--- src/rtl/dmem_dump_engine.sv ---
// dmem_dump_engine: reads a contiguous window of data memory through a
// synchronous-read port and streams the words out over valid/ready.
// The core is held (core_hold) for the whole dump so memory cannot change.
//
// Handshake: a stream word transfers on a posedge where out_valid && out_ready.
// Once out_valid is high, out_data/out_index stay stable until that transfer.
// Reads have one cycle of latency. A 2-entry FIFO holds the returned words.
// A read is issued only when the FIFO has room for it, counting reads still
// in flight.
module dmem_dump_engine #(
  parameter int ADDR_W = 8,
  parameter int DATA_W = 32
) (
  input  logic              clk,
  input  logic              rst,
  input  logic              start,
  input  logic [ADDR_W-1:0] base_addr,
  input  logic [ADDR_W:0]   word_count,
  output logic              busy,
  output logic              done,
  output logic              core_hold,
  output logic              mem_re,
  output logic [ADDR_W-1:0] mem_addr,
  input  logic [DATA_W-1:0] mem_rdata,
  output logic              out_valid,
  input  logic              out_ready,
  output logic [DATA_W-1:0] out_data,
  output logic [ADDR_W:0]   out_index,
  output logic [1:0]        dbg_state
);

  localparam int CW = ADDR_W + 1;

  localparam logic [1:0] ST_IDLE = 2'd0;
  localparam logic [1:0] ST_RUN  = 2'd1;
  localparam logic [1:0] ST_DONE = 2'd2;

  logic [1:0]        state_q, state_d;
  logic [ADDR_W-1:0] base_q, base_d;
  logic [ADDR_W:0]   count_q, count_d;
  logic [ADDR_W:0]   issued_q, issued_d;
  logic [ADDR_W:0]   accepted_q, accepted_d;
  logic              inflight_q, inflight_d;
  logic [ADDR_W-1:0] last_addr_q, last_addr_d;
  logic [DATA_W-1:0] fifo_mem_q [2];
  logic [DATA_W-1:0] fifo_mem_d [2];
  logic              wr_ptr_q, wr_ptr_d;
  logic              rd_ptr_q, rd_ptr_d;
  logic [1:0]        fifo_cnt_q, fifo_cnt_d;

  logic              pop;
  logic              push;
  logic [2:0]        occ;
  logic [ADDR_W-1:0] issue_addr;

  // Output decode, handshake and read-issue decision.
  always_comb begin
    busy       = (state_q != ST_IDLE);
    done       = (state_q == ST_DONE);
    core_hold  = busy;
    out_valid  = (fifo_cnt_q != 2'd0);
    out_data   = fifo_mem_q[rd_ptr_q];
    out_index  = accepted_q;
    dbg_state  = state_q;
    pop        = out_valid && out_ready;
    push       = inflight_q;
    // Slots already claimed once this cycle's pop has been taken out.
    occ        = {1'b0, fifo_cnt_q} + {2'b00, inflight_q} - {2'b00, pop};
    issue_addr = base_q + issued_q[ADDR_W-1:0];
    mem_re     = (state_q == ST_RUN) && (issued_q < count_q) && (occ < 3'd2);
    mem_addr   = mem_re ? issue_addr : last_addr_q;
  end

  // Next-state logic for the FSM, counters and return FIFO.
  always_comb begin
    state_d     = state_q;
    base_d      = base_q;
    count_d     = count_q;
    issued_d    = issued_q;
    accepted_d  = accepted_q;
    last_addr_d = last_addr_q;
    inflight_d  = mem_re;
    fifo_mem_d  = fifo_mem_q;
    wr_ptr_d    = wr_ptr_q;
    rd_ptr_d    = rd_ptr_q;
    fifo_cnt_d  = fifo_cnt_q + {1'b0, push} - {1'b0, pop};

    case (state_q)
      ST_IDLE: begin
        if (start) begin
          base_d     = base_addr;
          count_d    = word_count;
          issued_d   = '0;
          accepted_d = '0;
          state_d    = (word_count == '0) ? ST_DONE : ST_RUN;
        end
      end
      ST_RUN: begin
        if (mem_re) begin
          issued_d    = issued_q + CW'(1);
          last_addr_d = issue_addr;
        end
        if (pop) begin
          accepted_d = accepted_q + CW'(1);
          if (accepted_q + CW'(1) == count_q) begin
            state_d = ST_DONE;
          end
        end
      end
      ST_DONE: begin
        state_d = ST_IDLE;
      end
      default: begin
        state_d = ST_IDLE;
      end
    endcase

    // The read issued last cycle returns now; capture it at this edge.
    if (push) begin
      fifo_mem_d[wr_ptr_q] = mem_rdata;
      wr_ptr_d             = ~wr_ptr_q;
    end
    if (pop) begin
      rd_ptr_d = ~rd_ptr_q;
    end
  end

  // State registers; reset aborts any dump, flushes the FIFO, drops the in-flight read.
  always_ff @(posedge clk) begin
    if (rst) begin
      state_q       <= ST_IDLE;
      base_q        <= '0;
      count_q       <= '0;
      issued_q      <= '0;
      accepted_q    <= '0;
      inflight_q    <= 1'b0;
      last_addr_q   <= '0;
      fifo_mem_q[0] <= '0;
      fifo_mem_q[1] <= '0;
      wr_ptr_q      <= 1'b0;
      rd_ptr_q      <= 1'b0;
      fifo_cnt_q    <= 2'd0;
    end else begin
      state_q       <= state_d;
      base_q        <= base_d;
      count_q       <= count_d;
      issued_q      <= issued_d;
      accepted_q    <= accepted_d;
      inflight_q    <= inflight_d;
      last_addr_q   <= last_addr_d;
      fifo_mem_q[0] <= fifo_mem_d[0];
      fifo_mem_q[1] <= fifo_mem_d[1];
      wr_ptr_q      <= wr_ptr_d;
      rd_ptr_q      <= rd_ptr_d;
      fifo_cnt_q    <= fifo_cnt_d;
    end
  end

endmodule

--- config.mk ---
export PLATFORM = sky130hd
export DESIGN_NAME = dmem_dump_engine
export DESIGN_NICKNAME = d
export VERILOG_FILES = /design/src/rtl/dmem_dump_engine.sv
export SDC_FILE = /design/constraint.sdc
export NUM_CORES = 1
export LEC_CHECK = 0
export CAP_MARGIN = 0
export CORE_UTILIZATION = 45
export DETAILED_ROUTE_END_ITERATION = 8
export PLACE_DENSITY = 0.73
export SETUP_SLACK_MARGIN = 0.2
export SLEW_MARGIN = 30
export SYNTH_ARGS = -nofsm -noshare
export SYNTH_HDL_FRONTEND = slang
export SYNTH_SLANG_ARGS = --single-unit
--- constraint.sdc ---
create_clock -name clk -period 3.3 [get_ports clk]
set_input_delay 0.495 -clock clk [delete_from_list [all_inputs] [get_ports clk]]
set_output_delay 0.495 -clock clk [all_outputs]
set_load 0.05 [all_outputs]
==> reports/qor.yml, run 1 <==
sta:
  clock_skew_ps: 4.81
  unrepaired_setup_endpoints_after_global_routing: "true"
  slew_headroom_pct: 52.4
  setup_viol: 0
  hold_viol: 0
  timing.hold.ws_ps: 451
  period_needed_ps: 3170
  clock.fmax_mhz: 315
  totalNegativeSetupSlack_ps: 0
  report.final.slew_viol_count: 0
  transition_time_at_the_pin_with_the_least_slew_margin_ps: 714
  finalCritPeriodShare_pct: 96.1
  worst_slack_ps: 129
synthesis:
  synth.area.top_cells: "dfxtp_1, nand2_1, a21oi_1"
  syn-num-nets: 732
  netlist_area_um2: 5370
  synth.lib_cells_used.distinct: 46
  postSynthRegisterBits: 114
  synth.top_cell.area_share_pct: 42.5
  asyncSetResetFlopFracSynth_pct: 0
  synth_enable_flop_cells: 0
  netlist_instances: 659
  yosys_warnings: 0
  synth_largest_area_cell: "dfxtp_1"
  synth-main-ff-cell: "dfxtp_1"
  syn-mean-instance-area_um2: 8.15
  synth-seq-area-share_pct: 42.5
global_route:
  antenna_found_initial: 0
  grt_overflow_total: 0
  largest_net_degree_at_the_start_of_global_routing: 98
  total_track_usage_pct: 22.9
  first_global_vias: 4898
  grt_first_pass_wirelength_mm: 22.9
route:
  vias: 4937
  detailedRoute.firstPassIterationCount: 7
  routedWlPerCell_um: 15.1
  drc: 11
  first_iter_violations: 257
  ant_nets: 0
  wirelength_mm: 13.9
  vias_per_cell: 5.36
pwr:
  power_per_cell_area_nw_per_um2: 517
  seq_power_share_pct: 39.0
  clock_power_share_pct: 43.8
  switching_share_pct: 26.4
  peak_ir_drop_on_the_vdd_network_v: 0.000481
  comb_power_share_pct: 17.2
  power_leakage_nw: 2.73
  power.internal_w: 0.00278
  net-switching-power_w: 0.000996
placement:
  detailedPlacementHpwl_mm: 9.46
  place_congestion: 0.858
  placed_cell_area_um2: 6620
  dp.cells: 881
  port_buffers: 108
  setup_slack_placement_ps: -139
cells_and_area:
  fill_cells: 938
  drive_gt1_share_pct: 15.2
  layout-area-overhead-vs-synth_pct: 36.2
  multi_input_comb_area_um2: 2930
  area.sequential_um2: 2290
  antennaDiodeCount: 0
  post_layout_nonfiller_instances: 921
  final_area_um2: 7310
  design.final.nets: 841
critical_path:
  cpPeakStageDelay_ps: 460
  crit_slowest_cell: "fa_2"
  worstPathMaxFanout: 5
  cp_num_buf_inv: 2
  r2r_start: "fifo_cnt_q[0]"
  data_required_critical_path_ps: 2800
  cp.arrival_ps: 2680
  worstSetupStartpointType: "flop"
  timing.setup.critical_path_class: "reg2out"
  crit_chain: "inv_2, nand3_2, o21ai_2, ha_2, fa_2, a2111oi_4, o311a_4, nand2_4, mux2_4, buf_8"
  cp-end-kind: "output pin"
  cp_top_family: "adder cells"
  worst_setup_path_startpoint: "fifo_cnt_q[0]"
floorplan:
  die_height_um: 111
  placement_rows: 39
  fp.dieArea_um2: 12400
  top_level_ports: 109
  core_area_um2: 11500
  start_util_pct: 46.6
  die_width_um: 111
clocking:
  cts_inserted_buffers: 17
  cts_buffer_depth: 2
  htree_levels: 4
  worst_skew_pair.late_latency_ps: 410
  cts.sinks: 114
  cts-root-buf: "clkbuf_16"
  cts_tree: "yes"
  path_clk_slew_ps: 50
status:
  run_status: "finished with violations"
  failed_checks: "DRC"
run:
  cap_viol_max_count: 0
min_path:
  hold_path_startpoint: "fifo_mem_q[57]"
  timing.hold.worst.class: "reg2reg"
==> what timing repair did <==
item / CTS / global route
gates resized for setup: 14 / 6
setup buffers: 5 / 5
setup endpoints to repair: 9 / 9
gates cloned: 1 / 0
hold buffers: 0 / 0
pin swaps: 6 / 5
==> layer usage <==
layer	global-route usage [%]	part of all wire (%)	vias to the layer above
met4	7.21	1.8	0
met5	0	0	-
met1	25.6	40	2326
met2	40.8	52	150
li1	-	-	2441
met3	7.76	6.2	20
==> synth_stat cells (2+ instances only) <==
cell,instances
nand2_1,179
dfxtp_1,114
a21oi_1,100
mux2_2,38
clkbuf_1,36
nor2_1,26
ha_1,18
inv_1,18
o21ai_0,14
xnor2_1,14
and2_1,13
nand3_1,13
xor2_1,12
nor4_1,7
nand4_1,6
a31oi_1,4
nor2b_1,4
and3_1,3
nand2b_1,3
nor3_1,3
o211ai_1,3
or3_1,3
fa_1,2
mux2i_1,2
or2_2,2
or4_1,2
==> metrics by stage <==
step | total power [W] | utilization, %
2_1_floorplan | 0.00188 | -
4_1_cts | 0.00381 | 63.0
3_3_place_gp | 0.00210 | 57.5
6_report | 0.00378 | 63.5
3_5_place_dp | 0.00211 | 57.5
5_1_grt | 0.00392 | 63.5
==> power groups by stage <==
stage | clock (W) | combinational (W) | sequential (W)
CTS | 0.00170 | 0.000640 | 0.00147
detailed placement | 0 | 0.000614 | 0.00150
global route | 0.00175 | 0.000693 | 0.00148
finish | 0.00166 | 0.000650 | 0.00147
global placement | 0 | 0.000604 | 0.00149
floorplan | 0 | 0.000384 | 0.00149
==> registers in the layout, indices dropped and copies added, names as in the netlist <==
register / cells
base_q: 8
out_index: 9
fifo_cnt_q: 2
fifo_mem_q: 64
issued_q: 9
last_addr_q: 8
dbg_state: 2
inflight_q: 1
rd_ptr_q: 1
count_q: 9
wr_ptr_q: 1
==> tightest hold or removal path, cell delays in order, from the launching register on <==
cell and delay (ps):
dfxtp_1 300, nand2_1 50, a21oi_1 50
==> logic make-up (layout without fill, tap and decap cells) <==
group | after synthesis | after routing | synth area share [%]
xor+xnor | 26 | 26 | 4.24
flops | 114 | 114 | 42.5
simple gates | 271 | 272 | 22.1
compound gates | 130 | 130 | 13.3
mux | 41 | 41 | 8.62
buf+inv | 57 | 175 | 4.24
fa+ha+maj | 20 | 20 | 4.94
==> worst paths after layout <==
| kind | end | slack, ps | depth (start not counted) |
|---|---|---|---|
| min reg2reg | fifo_mem_q[57] | 450 | 2 |
| max reg2reg | issued_q[3] | 380 | 13 |
| max | mem_addr[7] | 130 | 10 |
| min | fifo_mem_q[57] | 450 | 2 |
==> placed cells by master, fill, tap and decap left out, drive strengths merged, types with 2 or more instances in the layout <==
cell type	instances
fa	2
o21ai	14
nor2b	4
nand4	6
or3	3
dfxtp	114
clkinv	4
or4	2
buf	30
mux2	39
nand2b	4
nand2	181
nor2	26
nand3	13
and3	3
nor3	3
a21oi	100
a31oi	4
inv	18
o211ai	3
ha	18
and2	13
nor4	7
or2	2
clkdlybuf4s50	97
mux2i	2
xor2	12
xnor2	14
clkbuf	23
==> area by class of cell <==
cell class	instances	area share, %
clock inverters	6	0.787
multi-input cells	489	40.1
inverters	18	0.924
clock buffers	23	6.54
repair buffers	128	18.0
well taps	143	2.45
flip-flops and latches	114	31.3
Power figures use the tool's default switching activity.
==> run 2, diff against run 1 <==
--- a/config.mk
+++ b/config.mk
@@ -6,9 +6,10 @@
 export NUM_CORES = 1
 export LEC_CHECK = 0
 export CAP_MARGIN = 0
-export CORE_UTILIZATION = 45
+export CORE_ASPECT_RATIO = 2
+export CORE_UTILIZATION = 50
 export DETAILED_ROUTE_END_ITERATION = 8
-export PLACE_DENSITY = 0.73
+export PLACE_DENSITY = 0.8
 export SETUP_SLACK_MARGIN = 0.2
 export SLEW_MARGIN = 30
 export SYNTH_ARGS = -nofsm -noshare
==> constraint.sdc (replaced) <==
create_clock -name clk -period 3.11 [get_ports clk]
set_input_delay 0.4665 -clock clk [delete_from_list [all_inputs] [get_ports clk]]
set_output_delay 0.4665 -clock clk [all_outputs]
set_load 0.05 [all_outputs]
==> run 2 against run 1 <==
Clock-buffer cell count shrank 3. Routed wire length rose by 5.8%. The flow finishes with violations (setup timing). First-iteration DRC count grew 39%. Non-clock buffer count fell by 3. Design area about the same. Setup slack lost 230 ps. Combinational power increased by 8.6%. Final cell count is 0.65% lower.
==> reports/qor.yml, run 2 (synthesis results as in run 1) <==
global_route:
  grt_first_pass_wirelength_mm: 23.9
  grt_overflow_total: 0
  largest_net_degree_at_the_start_of_global_routing: 80
  total_track_usage_pct: 28.3
  first_global_vias: 5257
  antenna_found_initial: 0
critical_path:
  cp-end-kind: "output pin"
  cp.arrival_ps: 2750
  data_required_critical_path_ps: 2640
  timing.reg2reg.setup_slack_ps: 410
  crit_chain: "inv_4, nand3_4, o21ai_2, ha_2, fa_1, a2111oi_4, o311a_4, nand2_8, or2_4, nand2_8, buf_12"
  r2r_start: "fifo_cnt_q[0]"
  r2r_end: "issued_q[3]"
  timing.setup.critical_path_class: "reg2out"
  worst_setup_path_startpoint: "fifo_cnt_q[0]"
  worstSetupStartpointType: "flop"
  ff2ff_path_depth: 11
  worstPathMaxFanout: 7
  cpPeakStageDelay_ps: 500
  crit_slowest_cell: "fa_1"
  path_common_cell: "nand2_8"
  critPathCapture: "mem_addr[1]"
cells_and_area:
  antennaDiodeCount: 0
  most-common-layout-cells: "nand2_1, dfxtp_1, a21oi_1"
  drive_gt1_share_pct: 19.2
  top_register: "fifo_mem_q"
  final_area_um2: 7310
  fill_cells: 845
  layout-area-overhead-vs-synth_pct: 36.1
  design.final.nets: 838
  layout.cells.most_common: "nand2_1"
  largest_reg_flops: 64
placement:
  placed_cell_area_um2: 6590
  port_buffers: 108
  detailedPlacementHpwl_mm: 10.3
  place_congestion: 0.862
  setup_slack_placement_ps: -493
sta:
  clock_skew_ps: 6.33
  worst_slack_ps: -106
  unrepaired_setup_endpoints_after_global_routing: "true"
  report.final.slew_viol_count: 0
  clock.fmax_mhz: 311
  transition_time_at_the_pin_with_the_least_slew_margin_ps: 834
  period_needed_ps: 3220
  hold_viol: 0
  timing.hold.ws_ps: 450
  finalCritPeriodShare_pct: 103
  setup_viol: 9
  slew_headroom_pct: 43.9
route:
  ant_nets: 0
  vias_per_cell: 5.61
  routedWlPerCell_um: 16.1
  first_iter_violations: 357
  vias: 5133
  drc: 0
  detailedRoute.firstPassIterationCount: 5
  wirelength_mm: 14.7
floorplan:
  start_util_pct: 51.2
  top_level_ports: 109
  core_area_um2: 10500
  placement_rows: 53
  die_height_um: 149
  die_width_um: 75.3
  fp.dieArea_um2: 11200
run:
  cap_viol_max_count: 0
pwr:
  peak_ir_drop_on_the_vdd_network_v: 0.000481
  power_per_cell_area_nw_per_um2: 583
  power_leakage_nw: 2.81
  finalPower_w: 0.00426
status:
  run_status: "finished with violations"
  failed_checks: "setup timing"
clocking:
  cts_hold_buf: 0
  cts-root-buf: "clkbuf_16"
  worst_skew_pair.late_latency_ps: 410
  cts.sinks: 114
  cts_tree: "yes"
  cts_buffer_depth: 2
  cts_inserted_buffers: 17
  htree_levels: 4
  path_clk_slew_ps: 50
min_path:
  timing.hold.worst.class: "reg2reg"
[run 2: cell count changes in the layout (fill, tap and decap cells not counted), sizes merged]
cell,delta
clkinvlp,+3
clkdlybuf4s50,-32
inv,+1
buf,+29
bufinv,+2
clkbuf,-3
[run 2: power breakdown]
group | switching [W] | internal (W) | leakage [nW] | total (W)
registers | 0.0000414 | 0.00152 | 0.924 | 0.00156
logic | 0.000414 | 0.000293 | 1.60 | 0.000706
clock network | 0.000690 | 0.00130 | 0.289 | 0.00199
[run 2: worst min-delay path by stage]
stage | end | start | cells after the start | slack [ps]
CTS | fifo_mem_q[36] | fifo_mem_q[36] | 2 | 450
global route | fifo_mem_q[4] | fifo_mem_q[4] | 2 | 470
detailed placement | fifo_mem_q[41] | fifo_mem_q[41] | 2 | 450
finish | fifo_mem_q[36] | fifo_mem_q[36] | 2 | 450
floorplan | fifo_mem_q[0] | fifo_mem_q[0] | 2 | 430
global placement | fifo_mem_q[1] | fifo_mem_q[1] | 2 | 440
[run 2: final cells by class]
class,instances,area (um^2),share of cell area [%]
multi-input combinational,489,2960,40.5
sequential,114,2280,31.3
timing repair buffer,125,1210,16.5
clock buffer,20,457,6.25
tap,137,171,2.35
clock inverter,12,156,2.14
inverter,18,72.6,0.993
[run 2: metrics by stage]
stage          TNS, ps  utilization [%]  std cells
6_report          -764             69.7        915
5_1_grt          -1810             69.7        915
4_1_cts          -1220             69.5        913
3_5_place_dp     -5450             62.9        877
3_3_place_gp     -3800             62.9        877
2_1_floorplan        0                -        659
[run 2: repair_timing]
item | in CTS | in global routing
pin swaps | 4 | 4
gates cloned | 1 | 0
endpoints found under the setup margin | 11 | 9
setup buffers | 3 | 2
gates resized for setup | 13 | 3
[run 2: worst max-delay path: cells and delay by family, from the launching register on]
family	cells	cell delay (ps)
adder cells (fa/ha/maj)	2	680
AND/OR/NAND/NOR	4	520
flip-flops	1	350
AO/OA/AOI/OAI	3	610
buffers and inverters	2	180
[run 2: routing by layer]
metal  up-vias  part of all wire [%]  GRT usage [%]  routed length, um
li1       2435                     -              -                  -
met1      2438                    34           27.1               4950
met2       194                    56           51.3               8240
met3        66                   4.9           6.78                725
met4         0                   5.6           18.2                820
met5         -                     0              0                  0
